==> src/rtl/qpsk_tx_shaper.sv <==
`default_nettype none
// ============================================================================
// Module      : qpsk_tx_shaper
// Description : Baseband QPSK transmitter. Two independent PRBS9 generators
//               (x^9 + x^5 + 1) produce the I and Q bit streams at the symbol
//               rate. Each bit is mapped to a +/-1 symbol (0 -> +1, 1 -> -1)
//               and pulse-shaped by an OS-phase polyphase FIR. Since symbols
//               are +/-1, every tap is an add or subtract of a coefficient.
//               The result is truncated and saturated to S(NBT_OUT,NBF_OUT).
// Ports       : clk          system clock
//               i_reset      synchronous, active-low reset
//               i_en_rx      global enable; low freezes all state
//               i_en_os      sample-rate strobe (one per output sample)
//               i_en_rate1   symbol-rate strobe (only together with i_en_os)
//               i_coeffs     flattened coefficients, coef[j] at slice j
//               o_os_data_I  shaped I sample (registered)
//               o_os_data_Q  shaped Q sample (registered)
//               o_valid      one-cycle pulse marking a new sample pair
//               o_bit_I      last PRBS bit emitted on I
//               o_bit_Q      last PRBS bit emitted on Q
// Revision    : 1.0  initial release
// ============================================================================
module qpsk_tx_shaper #(
    parameter int       OS       = 4,
    parameter int       NUM_COEF = 24,
    parameter int       NBT_COEF = 8,
    parameter int       NBF_COEF = 7,
    parameter int       NBT_OUT  = 8,
    parameter int       NBF_OUT  = 7,
    parameter bit [8:0] SEED_I   = 9'h1AA,
    parameter bit [8:0] SEED_Q   = 9'h1FE
) (
    input  logic                         clk,
    input  logic                         i_reset,
    input  logic                         i_en_rx,
    input  logic                         i_en_os,
    input  logic                         i_en_rate1,
    input  logic [NUM_COEF*NBT_COEF-1:0] i_coeffs,
    output logic signed [NBT_OUT-1:0]    o_os_data_I,
    output logic signed [NBT_OUT-1:0]    o_os_data_Q,
    output logic                         o_valid,
    output logic                         o_bit_I,
    output logic                         o_bit_Q
);

    localparam int c_depth = NUM_COEF / OS;
    localparam int c_ph_w  = (OS > 1) ? $clog2(OS) : 1;
    localparam int c_idx_w = (NUM_COEF > 1) ? $clog2(NUM_COEF) : 1;
    localparam int c_acc_w = NBT_COEF + $clog2(c_depth) + 1;
    localparam int c_shift = NBF_COEF - NBF_OUT;

    localparam logic signed [c_acc_w-1:0] c_sat_max = c_acc_w'((1 << (NBT_OUT - 1)) - 1);
    // Bitwise inverse of 2^(n-1)-1 is -2^(n-1) in two's complement.
    localparam logic signed [c_acc_w-1:0] c_sat_min = ~c_sat_max;

    // ------------------------------------------------------------------------
    // State
    // ------------------------------------------------------------------------
    logic [8:0]                r_lfsr_i;
    logic [8:0]                r_lfsr_q;
    logic [c_depth-1:0]        r_sym_i;   // bit 0 = +1, bit 1 = -1
    logic [c_depth-1:0]        r_sym_q;
    logic [c_ph_w-1:0]         r_phase;
    logic signed [NBT_OUT-1:0] r_data_i;
    logic signed [NBT_OUT-1:0] r_data_q;
    logic                      r_valid;
    logic                      r_bit_i;
    logic                      r_bit_q;

    // ------------------------------------------------------------------------
    // Coefficient unpacking
    // ------------------------------------------------------------------------
    logic signed [NBT_COEF-1:0] w_coef [NUM_COEF];

    genvar j;
    generate
        for (j = 0; j < NUM_COEF; j++) begin : g_coef
            assign w_coef[j] = i_coeffs[j*NBT_COEF +: NBT_COEF];
        end
    endgenerate

    // ------------------------------------------------------------------------
    // Next-state logic
    // ------------------------------------------------------------------------
    logic               w_sym_step;
    logic               w_smp_step;
    logic [8:0]         w_lfsr_i_next;
    logic [8:0]         w_lfsr_q_next;
    logic [c_depth-1:0] w_sym_i_next;
    logic [c_depth-1:0] w_sym_q_next;
    logic [c_ph_w-1:0]  w_phase;
    logic [c_ph_w-1:0]  w_phase_next;

    assign w_sym_step    = i_en_rx & i_en_rate1;
    assign w_smp_step    = i_en_rx & i_en_os;
    assign w_lfsr_i_next = {r_lfsr_i[7:0], r_lfsr_i[8] ^ r_lfsr_i[4]};
    assign w_lfsr_q_next = {r_lfsr_q[7:0], r_lfsr_q[8] ^ r_lfsr_q[4]};

    // The filter sees the post-update delay line, so the symbol entering on
    // a rate1 cycle already contributes to that cycle's phase-0 sample.
    assign w_sym_i_next = w_sym_step ? {r_sym_i[c_depth-2:0], r_lfsr_i[8]} : r_sym_i;
    assign w_sym_q_next = w_sym_step ? {r_sym_q[c_depth-2:0], r_lfsr_q[8]} : r_sym_q;

    // A rate1 strobe forces phase 0; otherwise the counter free-runs and
    // wraps naturally because its width is exactly log2(OS).
    assign w_phase      = i_en_rate1 ? '0 : r_phase;
    assign w_phase_next = w_phase + c_ph_w'(1);

    // ------------------------------------------------------------------------
    // Polyphase FIR: one add/subtract per delay-line entry
    // ------------------------------------------------------------------------
    logic signed [c_acc_w-1:0] w_acc_i;
    logic signed [c_acc_w-1:0] w_acc_q;
    logic [c_idx_w-1:0]        w_idx;

    always_comb begin
        w_acc_i = '0;
        w_acc_q = '0;
        w_idx   = '0;
        for (int k = 0; k < c_depth; k++) begin
            w_idx   = c_idx_w'(k * OS) + c_idx_w'(w_phase);
            w_acc_i = w_sym_i_next[k] ? (w_acc_i - c_acc_w'(w_coef[w_idx]))
                                      : (w_acc_i + c_acc_w'(w_coef[w_idx]));
            w_acc_q = w_sym_q_next[k] ? (w_acc_q - c_acc_w'(w_coef[w_idx]))
                                      : (w_acc_q + c_acc_w'(w_coef[w_idx]));
        end
    end

    // Truncate surplus fractional bits, then clamp to the output range.
    function automatic logic signed [NBT_OUT-1:0] f_sat(input logic signed [c_acc_w-1:0] a);
        logic signed [c_acc_w-1:0] v_sh;
        v_sh = a >>> c_shift;
        if (v_sh > c_sat_max) begin
            return c_sat_max[NBT_OUT-1:0];
        end else if (v_sh < c_sat_min) begin
            return c_sat_min[NBT_OUT-1:0];
        end else begin
            return v_sh[NBT_OUT-1:0];
        end
    endfunction

    logic signed [NBT_OUT-1:0] w_out_i;
    logic signed [NBT_OUT-1:0] w_out_q;

    assign w_out_i = f_sat(w_acc_i);
    assign w_out_q = f_sat(w_acc_q);

    // ------------------------------------------------------------------------
    // Registers
    // ------------------------------------------------------------------------
    always_ff @(posedge clk) begin
        if (!i_reset) begin
            r_lfsr_i <= SEED_I;
            r_lfsr_q <= SEED_Q;
            r_sym_i  <= '0;
            r_sym_q  <= '0;
            r_phase  <= '0;
            r_data_i <= '0;
            r_data_q <= '0;
            r_valid  <= 1'b0;
            r_bit_i  <= 1'b0;
            r_bit_q  <= 1'b0;
        end else begin
            r_valid <= w_smp_step;
            if (w_sym_step) begin
                r_lfsr_i <= w_lfsr_i_next;
                r_lfsr_q <= w_lfsr_q_next;
                r_sym_i  <= w_sym_i_next;
                r_sym_q  <= w_sym_q_next;
                r_bit_i  <= r_lfsr_i[8];
                r_bit_q  <= r_lfsr_q[8];
            end
            if (w_smp_step) begin
                r_phase  <= w_phase_next;
                r_data_i <= w_out_i;
                r_data_q <= w_out_q;
            end
        end
    end

    assign o_os_data_I = r_data_i;
    assign o_os_data_Q = r_data_q;
    assign o_valid     = r_valid;
    assign o_bit_I     = r_bit_i;
    assign o_bit_Q     = r_bit_q;

endmodule
`default_nettype wire

==> config.mk <==
export PLATFORM = sky130hd
export DESIGN_NAME = qpsk_tx_shaper
export DESIGN_NICKNAME = d
export VERILOG_FILES = /design/src/rtl/qpsk_tx_shaper.sv
export SDC_FILE = /design/constraint.sdc
export NUM_CORES = 1
export LEC_CHECK = 0
export ABC_AREA = 1
export CAP_MARGIN = 20
export CORE_UTILIZATION = 55
export CTS_BUF_LIST = sky130_fd_sc_hd__clkbuf_8
export CTS_CLUSTER_DIAMETER = 100
export CTS_CLUSTER_SIZE = 25
export DETAILED_ROUTE_END_ITERATION = 10
export GPL_ROUTABILITY_DRIVEN = 0
export PLACE_DENSITY_LB_ADDON = 0.05
export SETUP_SLACK_MARGIN = 0.1
export SLEW_MARGIN = 25
export SYNTH_ARGS = -nofsm -noshare
export SYNTH_HDL_FRONTEND = slang
export SYNTH_SLANG_ARGS = --single-unit
==> constraint.sdc <==
create_clock -name clk -period 11.1 [get_ports clk]
set_clock_uncertainty 0.2 [all_clocks]
set_input_delay 2.22 -clock clk [delete_from_list [all_inputs] [get_ports clk]]
set_output_delay 2.22 -clock clk [all_outputs]
set_load 0.02 [all_outputs]
* After elaboration in Yosys (flattened, before gate mapping)
Index checks and enable logic that the tools add are counted.
** Storage, ports and cells
- Word-level logic and storage cells :: 94
- Bits in registers :: 51
- Output and inout bits :: 19
** Operators by class
- $add $sub $neg :: 27
- Bitwise gates (word level) :: 10
- Mux-type cells :: 37
- $lt $le $gt $ge :: 10
** Operators by type and width (count)
- $bmux W8 S5 :: 6
- $mux W12 :: 12
- $mux W8 :: 16
- $add A12 B8 Y12 :: 10
- $sub A12 B8 Y12 :: 10
- $ge A6 B6 Y1 const B :: 6
- $gt A12 B8 Y1 const B :: 2
- $lt A12 B8 Y1 const B :: 2
- $not A5 Y6 :: 4
- $mux W6 :: 2
- $add A4 B2 Y5 const A :: 2
- $add A5 B2 Y5 const A :: 2
- $sub A1 B8 Y9 const A :: 1
- $not A2 Y6 :: 1
- $not A4 Y6 :: 1
- $add A3 B2 Y4 const A :: 1
- $add A2 B1 Y2 const B :: 1
- $and A1 B1 Y1 :: 2
- $mux W2 :: 1
- $xor A1 B1 Y1 :: 2

* Logic depth before layout (Yosys ltp)
Gate-level depths: netlist (run 1).
- Depth after elaboration :: 20
- Gate-level depth with buffers :: 55
- Mapped depth without buffers :: 53

* Worst setup path after synthesis (run 1)
Ideal clock, no wire load.
- Path kind :: input to register
- From :: input i_en_rate1
- To :: register r_data_q[3] (netlist: o_os_data_Q[3])
- Arrival :: 8.976 ns
- Stages :: 51
- Buffers on the path :: 2
- Setup slack :: 1.858 ns
- Required time :: 10.834 ns
- Library setup time :: 0.066 ns
- Cell sequence :: inv_2 -> nand2_2 -> buf_2 -> buf_2 -> nand2_1 -> a32o_1 -> ha_1 -> xor2_1 -> o21ai_0 -> ha_1 -> a21o_1 -> a31oi_1 -> xnor2_1 -> ha_1 -> inv_1 -> o31ai_1 -> xnor2_1 -> inv_1 -> [15 not listed] -> nor2_1 -> nor2_1 -> xnor2_1 -> ha_1 -> nand4_1 -> inv_1 -> nand2_1 -> o211ai_1 -> a31oi_1 -> nand3_1 -> a21o_1 -> nand2_1 -> inv_1 -> nand3_2 -> nand2_2 -> nand2_2 -> nand3_1 -> a21oi_2
** On the way
- Cells in the longest elaborated chain, start to end :: 20
- Elaborated cells on any way between the ends :: 53
- Classes of those cells :: 16 x add/sub; 2 x order compare; 28 x mux; 7 x bitwise
** Ends and longest elaborated chain
- start, declared :: line 37 : input logic i_en_rate1,
- $mux W2 :: line 106 : assign w_phase = i_en_rate1 ? '0 : r_phase;
- $not A2 Y6 (implied by the code) :: line 124, 125
- $bmux W8 S5 :: line 124, 125
- $mux W8 (implied by the code) (2 in a row) :: line 124, 125
- $sub A1 B8 Y9 :: line 124 : w_acc_q = w_sym_q_next[k] ? (w_acc_q - c_acc_w'(w_coef[w_idx]))
- $mux W12 :: line 124
- $add A12 B8 Y12 or $sub A12 B8 Y12 (tied branches) :: line 125, 124
- $mux W12 :: line 124
- [3 not listed]
- $mux W12 :: line 124
- $add A12 B8 Y12 or $sub A12 B8 Y12 (tied branches) :: line 125, 124
- $mux W12 :: line 124
- $add A12 B8 Y12 or $sub A12 B8 Y12 (tied branches) :: line 125, 124
- $mux W12 (*) :: line 124
- $lt A12 B8 Y1 :: line 135 : end else if (v_sh < c_sat_min) begin
- $mux W8 :: line 135
- $mux W8 (*) :: line 133 : if (v_sh > c_sat_max) begin
- end signal, assigned :: line 176 : r_data_q <= w_out_q;
- end, declared :: line 65 : logic signed [NBT_OUT-1:0] r_data_q;
Mark *: on every way between the ends. The rest lies on a longest branch, timed or not. The select of a mux whose other input is x is not followed.
A chain may end at the register's enable or synchronous reset.

* Final worst setup path (run 1)
- From :: input i_en_rate1
- To :: register r_data_q[0] (netlist: o_os_data_Q[0])
Same word-level chain as after synthesis.

==> metrics.csv, run 1 <==
metric,value,unit
synth_cell_type_count,51,
finalMaxSlewViolations,0,
postRouteAntennaNets,0,
fmax,0.09649,GHz
holdCritStartpoint,r_lfsr_q[7]$_SDFFE_PN1N_,
status,"finished, final reports clean",
ys_ff_latch,51,
clkLatencyLatePin,340,ps
final_cells,2172,
slew_headroom,0.3034,
synth.most_common_cell,nand2_1,
slowest_stage,clkdlybuf4s50_1,
netlist_area,10400,µm²
postPlaceCellArea,12690,µm²
fp.dieH,139.5,µm
synth_top_area_share,0.1607,
clk_pin_slew,110,ps
final.period_utilization,0.9337,
cts_buffers,5,
tightest_slew,1038,ps
hold_violations,0,
required,11160,ps
grt_pass1_vias,11200,
rows,49,
ctsResizeCount,0,
cpPeakStageDelay,520,ps
ys_warn_count,0,
drt_iter0_markers,794,
dpl.cell_count,2164,
grt_use_met1,0.3923,
maxCapViolCount,0,
drive_above_1_share,0.05404,
vias,11930,
routed_wl,33480,µm
antennaDiodeCount,0,
netlist_instances,1752,
synthArstFlopShare,0,
met2_usage,0.6147,
syn2layout_area_growth,23.37,%
coreArea,18270,µm²
wl_per_cell,15.42,µm
hold_slack,258.5,ps
cts_hold_buf,0,
port_buffers,215,
grt_pass1_wl,53570,µm
end_kind,register,
synth_largest_area_cell,nand2_1,
drc,0,
drtPass1Iterations,7,
seq_area_frac_synth,0.09821,
cts_tree,yes,
final_area,12830,µm²
yosys-top-cells-count,"nand2_1 (445), inv_1 (242), o21ai_0 (177)",
grt_setup_unrepaired,false,
path_max_fanout,11,
cp-start-kind,input pin,
viasPerCell,5.491,
ys.flop_type,dfxtp_1,
htreeDepth,2,
grt_most_used_layer,met2,
crit_start,i_en_rate1,
antenna_found_initial,0,
dieArea,19460,µm²
dp_hpwl,28560,µm
postCtsSetupBuffers,0,
cp_common_cell,inv_1,
fin_tns_setup,0,ps
critPathKind,in2reg,
hp-class,reg2reg,
crit_arrival,10430,ps
grt_overflow,0,
synth_nets,2070,
synth-edff-count,0,
cts_buffer_depth,2,
clock_sinks,51,
cts_root_buf,clkbuf_8,
avgSynthCellArea,5.934,µm²
layout_min_cycle_time,10360,ps
ios,216,
track_usage,0.3432,
die_w,139.5,µm
fin_nets,2260,
worstReg2RegStart,r_phase[0]$_SDFFE_PN0P_,
setup_viol,0,
grt_max_degree,47,
grtUsageMet3,0.04439,
synth_area_leaders,"nand2_1 (16%), ha_1 (13%), dfxtp_1 (9.8%), inv_1 (8.7%), o21ai_0 (8.5%)",
initial_utilization,0.5690,
-- worst max-delay path: cells and delay by family --
family | cells | cell delay [ps]
AO/OA/AOI/OAI | 16 | 3200
AND/OR/NAND/NOR | 12 | 1640
adder cells (fa/ha/maj) | 5 | 1510
buffers and inverters | 9 | 1290
XOR/XNOR | 4 | 550
-- final timing paths --
path / slack [ps] / cells after the start / end
worst max-delay path: 740 / 46 / o_os_data_Q[0]$_SDFFE_PN0P_
worst min-delay path: 260 / 2 / r_lfsr_q[8]$_SDFFE_PN1N_
worst max register to register: 2720 / 47 / o_os_data_Q[0]$_SDFFE_PN0P_
worst min register to register: 260 / 2 / r_lfsr_q[8]$_SDFFE_PN1N_
-- kinds of logic (layout without fill, tap and decap cells) --
family          Yosys count  in the layout  synth area share
simple gates            771            771            0.3192
compound gates          391            391            0.2156
buf+inv                 309            500            0.1224
fa+ha+maj               121            121            0.1528
xor+xnor                109            109           0.09183
flops                    51             51           0.09821
-- area by class of cell --
class / count / area [µm²]
inverters: 254 / 955.9
clock buffers: 6 / 82.58
well taps: 229 / 286.5
fillers: 1644 / 5444
flip-flops and latches: 51 / 1021
multi-input cells: 1392 / 8122
clock inverters: 2 / 38.79
repair buffers: 238 / 2320
-- metal layers --
metal,wire length [µm],vias up
li1,-,6116
met1,13630,5288
met2,16020,410
met3,1842,113
met4,1994,0
met5,0,-
-- state kept, by name, indices dropped and copies added (netlist names) --
name / flops
o_bit_I: 1
o_bit_Q: 1
o_os_data_I: 8
o_os_data_Q: 8
o_valid: 1
r_lfsr_i: 9
r_lfsr_q: 9
r_phase: 2
r_sym_i: 6
r_sym_q: 6
-- through the flow --
step	util	setup slack [ps]
after floorplan	-	1858
after global placement	0.6945	760.0
after detailed placement	0.6945	507.8
after CTS	0.7011	799.0
after global routing	0.7020	99.90
final	0.7020	736.3
-- cells in the final DEF, fill, tap and decap left out, types with 10 or more instances in the layout --
cell type	netlist	final
nand2_1	445	445
inv_1	242	242
clkdlybuf4s50_1	0	214
o21ai_0	177	177
nand3_1	132	132
ha_1	111	111
a21oi_1	103	103
nor2_1	102	102
xor2_1	68	68
dfxtp_1	51	51
xnor2_1	41	41
o211ai_1	27	27
buf_4	5	23
nand2_2	20	19
or2_2	18	18
o21bai_1	16	16
a21o_1	16	16
nand4_1	14	14
a31oi_1	12	12
fa_1	10	10
Power of run 1 is not shown: default switching activity piles up to over one toggle a cycle in this logic, so the estimate is an artifact.
==> run 2: changes to the inputs <==
Settings changed: ABC_AREA 1 to 0.
==> run 2 against run 1 <==
Against the previous run: hold slack improved by 4.9 ps; clock-buffer cell count decreased by 1; register-to-register slack got worse by 500 ps; synthesized area increased by 1.9%; fmax increased by 4.5%; critical path depth decreased by 11; sequential share of layout area about the same; via count decreased by 9.3%; non-clock buffer count decreased by 7; cell count decreased by 17%; die area increased by 1.9%; critical endpoint is now o_os_data_I[1]$_SDFFE_PN0P_; highest routed layer unchanged.
==> metrics.csv, run 2 <==
metric,value,unit
status,"finished, final reports clean",
htreeDepth,2,
cpPeakStageDelay,510,ps
synth_largest_area_cell,ha_1,
yosys-top-cells-count,"nand2_1 (150), nor2_1 (131), a21oi_1 (113)",
clock_sinks,51,
wl_per_cell,18.96,µm
cts_root_buf,clkbuf_8,
seqCellArea,1026,µm²
whs_endpoint,o_os_data_I[1]$_SDFFE_PN0P_,
min_path_cells,2,
synth-edff-count,0,
antenna_found_initial,3,
final_cell_mix,"clkdlybuf4s50_1 (214), nand2_1 (150), nor2_1 (131), a21oi_1 (113), ha_1 (111)",
end_kind,register,
track_usage,0.3442,
rows,50,
largestRegisters,"r_lfsr_i x9, r_lfsr_q x9",
clkLatencyLatePin,340,ps
postPlaceCellArea,12810,µm²
postCtsSetupBuffers,0,
die_w,140.8,µm
initial_utilization,0.5644,
ios,216,
layout_min_cycle_time,9919,ps
slew_headroom,0.3701,
cts_tree,yes,
crit_arrival,10000,ps
synth_top_area_share,0.1311,
coreArea,18770,µm²
ctsResizeCount,0,
port_buffers,215,
fmax,0.1008,GHz
fp.dieH,140.8,µm
ys_ff_latch,51,
slowest_stage,fa_1,
maxCapViolCount,0,
avgSynthCellArea,7.637,µm²
ys_warn_count,0,
finalMaxSlewViolations,0,
worst-path-buf-inv,3,
fin_tns_setup,0,ps
drt_iter0_markers,881,
grt_max_degree,72,
grt_overflow,0,
cts_buffers,5,
critPathKind,in2reg,
setup_viol,0,
timing.rr.end,o_os_data_I[1]$_SDFFE_PN0P_,
cts_hold_buf,0,
synth_area_leaders,"ha_1 (13%), dfxtp_1 (9.6%), xnor2_1 (8.6%), mux2i_1 (6.0%), a21oi_1 (5.3%)",
required,11180,ps
synth_nets,1705,
netlist_area,10590,µm²
drive_above_1_share,0.04716,
r2r_cells,35,
n_fill_cell,1657,
worstReg2RegStart,r_phase[0]$_SDFFE_PN0P_,
cts_buffer_depth,2,
cp-start-kind,input pin,
grt_pass1_wl,53410,µm
synth.most_common_cell,nand2_1,
reg2reg_slack,2220,ps
layout_commonest_cell,clkdlybuf4s50_1,
hold_violations,0,
seq_area_frac_synth,0.09639,
netlist_instances,1387,
viasPerCell,5.988,
synthArstFlopShare,0,
path_max_fanout,5,
grt_setup_unrepaired,false,
holdCritStartpoint,o_os_data_I[1]$_SDFFE_PN0P_,
clk_pin_slew,100,ps
cp_common_cell,ha_1,
routed_wl,34250,µm
ys.flop_type,dfxtp_1,
dieArea,19820,µm²
drtPass1Iterations,5,
fin_nets,1886,
syn2layout_area_growth,21.92,%
vias,10810,
grt_pass1_vias,10020,
postRouteAntennaNets,0,
final_area,12910,µm²
final.period_utilization,0.8936,
drc,0,
tightest_slew,944.8,ps
hp-class,reg2reg,
synth_cell_type_count,83,
dp_hpwl,28220,µm
multi_input_area,9015,µm²
crit_family,compound AO/OA/AOI/OAI gates,
## run 2: cell types whose count changed after synthesis, sizes merged, moves of 64 or more
cell,change
inv,-195
mux2i,+66
nand2,-314
nand3,-106
o21ai,-108
xnor2,+64
## run 2: logic make-up after synthesis
| family | share of synthesized area |
|---|---|
| AO/OA/AOI/OAI | 0.2923 |
| XOR/XNOR | 0.1511 |
| adder cells (fa/ha/maj) | 0.1500 |
| AND/OR/NAND/NOR | 0.1898 |
| buffers and inverters | 0.05327 |
| flip-flops | 0.09639 |
| multiplexers | 0.06709 |
## run 2: worst max path at each step
stage               cells after the start                     endpoint  slack, ps          from
floorplan                              35  o_os_data_Q[1]$_SDFFE_PN0P_       1500    i_en_rate1
global placement                       35  o_os_data_Q[1]$_SDFFE_PN0P_       1060  i_coeffs[33]
detailed placement                     35  o_os_data_I[1]$_SDFFE_PN0P_        940  i_coeffs[33]
CTS                                    35  o_os_data_I[1]$_SDFFE_PN0P_       1270  i_coeffs[33]
global route                           35  o_os_data_I[3]$_SDFFE_PN0P_        630  i_coeffs[33]
finish                                 35  o_os_data_I[1]$_SDFFE_PN0P_       1180  i_coeffs[57]
## run 2: layout make-up
cell class              instances  area share
diodes                          3   0.0005813
clock buffers                   5    0.005328
clock inverters                 3    0.002131
inverters                      56     0.01628
multi-input cells            1223      0.6980
flip-flops and latches         51     0.07944
well taps                     234     0.02267
repair buffers                231      0.1755
## run 2: stage by stage
stage,setup WS (ps),hold slack (ps),util,instances
CTS,1269,268.9,0.6877,1803
floorplan,1497,240.4,-,1387
global route,634.0,279.3,0.6881,1806
global placement,1064,247.0,0.6826,1795
detailed placement,944.3,253.8,0.6826,1795
finish,1181,263.4,0.6881,1806
## run 2: worst register-to-register path, delay by kind of cell, from the launching register on
family / cells / cell delay (ps)
xor gates and xnor gates: 6 / 1300
and+or+nand+nor: 4 / 380
buffers and inverters: 3 / 650
adders and majority gates: 6 / 2140
AOI/OAI and AO/OA: 15 / 2970
DFF: 1 / 890
muxes: 1 / 310
## run 2: metal layers
layer	up-vias	wire [µm]	GRT usage
met5	-	0	0
met2	387	14760	0.5391
met3	43	3199	0.08424
met1	5016	15480	0.4649
li1	5368	-	-
met4	0	806	0.1030
Power of run 2 is left out for the same reason.
==> run 3: changes to the inputs <==
Settings changed: MAX_ROUTING_LAYER from default to met4.
==> run 3 against run 2 <==
Against the previous run: utilization unchanged; global-route usage up 1.0 points; via count up 0.40%; non-clock buffer count unchanged; critical endpoint unchanged; largest cell class unchanged.
==> metrics.csv, run 3 (same netlist as run 2, synthesis figures left out) <==
metric,value,unit
cp-start-kind,input pin,
grt_pass1_vias,10020,
status,"finished, final reports clean",
hp-class,reg2reg,
layout_min_cycle_time,9922,ps
port_buffers,215,
largestRegisters,"r_lfsr_i x9, r_lfsr_q x9",
finalMaxSlewViolations,0,
fin_tns_setup,0,ps
track_usage,0.3546,
ios,216,
hold_violations,0,
r2r_cells,34,
clk_pin_slew,100,ps
cpPeakStageDelay,530,ps
tightest_slew,917.1,ps
end_kind,register,
rows,50,
drtPass1Iterations,5,
drc,0,
maxCapViolCount,0,
reg2reg_slack,2200,ps
clock_sinks,51,
cts_root_buf,clkbuf_8,
postCtsSetupBuffers,0,
syn2layout_area_growth,21.92,%
drt_iter0_markers,812,
drive_above_1_share,0.04716,
crit_arrival,10000,ps
grt_pass1_wl,53410,µm
grt_overflow,0,
fin_nets,1886,
clkLatencyLatePin,340,ps
layout_commonest_cell,clkdlybuf4s50_1,
fmax,0.1008,GHz
antenna_found_initial,3,
crit_end,o_os_data_I[1]$_SDFFE_PN0P_,
slew_headroom,0.3711,
crit_start,i_coeffs[33],
timing.rr.end,o_os_data_I[1]$_SDFFE_PN0P_,
routed_wl,34290,µm
slowest_stage,fa_1,
setup_viol,0,
vias,10860,
path_max_fanout,5,
dieArea,19820,µm²
htreeDepth,2,
n_fill_cell,1657,
postRouteAntennaNets,0,
cts_tree,yes,
required,11180,ps
critPathKind,in2reg,
fp.dieH,140.8,µm
coreArea,18770,µm²
worstReg2RegStart,r_phase[0]$_SDFFE_PN0P_,
ctsResizeCount,0,
final.period_utilization,0.8939,
cts_buffer_depth,2,
final_cell_mix,"clkdlybuf4s50_1 (214), nand2_1 (150), nor2_1 (131), a21oi_1 (113), ha_1 (111)",
die_w,140.8,µm
initial_utilization,0.5644,
grt_max_degree,72,
dp_hpwl,28220,µm
cts_hold_buf,0,
cts_buffers,5,
wl_per_cell,18.99,µm
grt_setup_unrepaired,false,
viasPerCell,6.012,
-- run 3: worst min-delay path by stage --
stage | startpoint | endpoint | cells after the start
5_1_grt | o_os_data_I[1]$_SDFFE_PN0P_ | o_os_data_I[1]$_SDFFE_PN0P_ | 2
3_3_place_gp | o_os_data_I[1]$_SDFFE_PN0P_ | o_os_data_I[1]$_SDFFE_PN0P_ | 2
2_1_floorplan | r_lfsr_i[2]$_SDFFE_PN0N_ | r_lfsr_i[3]$_SDFFE_PN1N_ | 2
4_1_cts | o_os_data_I[1]$_SDFFE_PN0P_ | o_os_data_I[1]$_SDFFE_PN0P_ | 2
3_5_place_dp | r_lfsr_i[6]$_SDFFE_PN0N_ | r_lfsr_i[7]$_SDFFE_PN1N_ | 2
6_report | o_os_data_I[1]$_SDFFE_PN0P_ | o_os_data_I[1]$_SDFFE_PN0P_ | 2
-- run 3: layout make-up --
cell class	instances	area (µm²)	share of cell area
Clock inverter	3	27.53	0.002131
Multi-Input combinational cell	1223	9015	0.6980
Tap cell	234	292.8	0.02267
Antenna cell	3	7.507	0.0005813
Sequential cell	51	1026	0.07944
Timing Repair Buffer	231	2267	0.1755
Clock buffer	5	68.82	0.005328
Inverter	56	210.2	0.01628
-- run 3: through the flow --
stage / instance area [µm²] / hold slack [ps] / setup WS [ps] / utilization / std cells
2_1_floorplan: 10590 / 240.4 / 1497 / - / 1387
3_3_place_gp: 12810 / 247.0 / 1064 / 0.6826 / 1795
3_5_place_dp: 12810 / 253.8 / 944.3 / 0.6826 / 1795
4_1_cts: 12910 / 268.9 / 1269 / 0.6877 / 1803
5_1_grt: 12910 / 279.3 / 634.0 / 0.6881 / 1806
6_report: 12910 / 264.6 / 1178 / 0.6881 / 1806
-- run 3: critical path, delay by kind of cell --
| kind | cells | cell delay [ps] |
|---|---|---|
| AO/OA/AOI/OAI | 15 | 2850 |
| adder cells (fa/ha/maj) | 6 | 2390 |
| XOR/XNOR | 5 | 1110 |
| buffers and inverters | 3 | 640 |
| AND/OR/NAND/NOR | 5 | 500 |
| multiplexers | 1 | 310 |
-- run 3: layer usage --
metal  up-vias  share of wire  GRT usage
met5         -              0          -
met4         0          0.024     0.1030
met3        46          0.087    0.08390
met2       364           0.43     0.5391
met1      5073           0.46     0.4653
li1       5374              -          -
Power of run 3 is left out for the same reason.
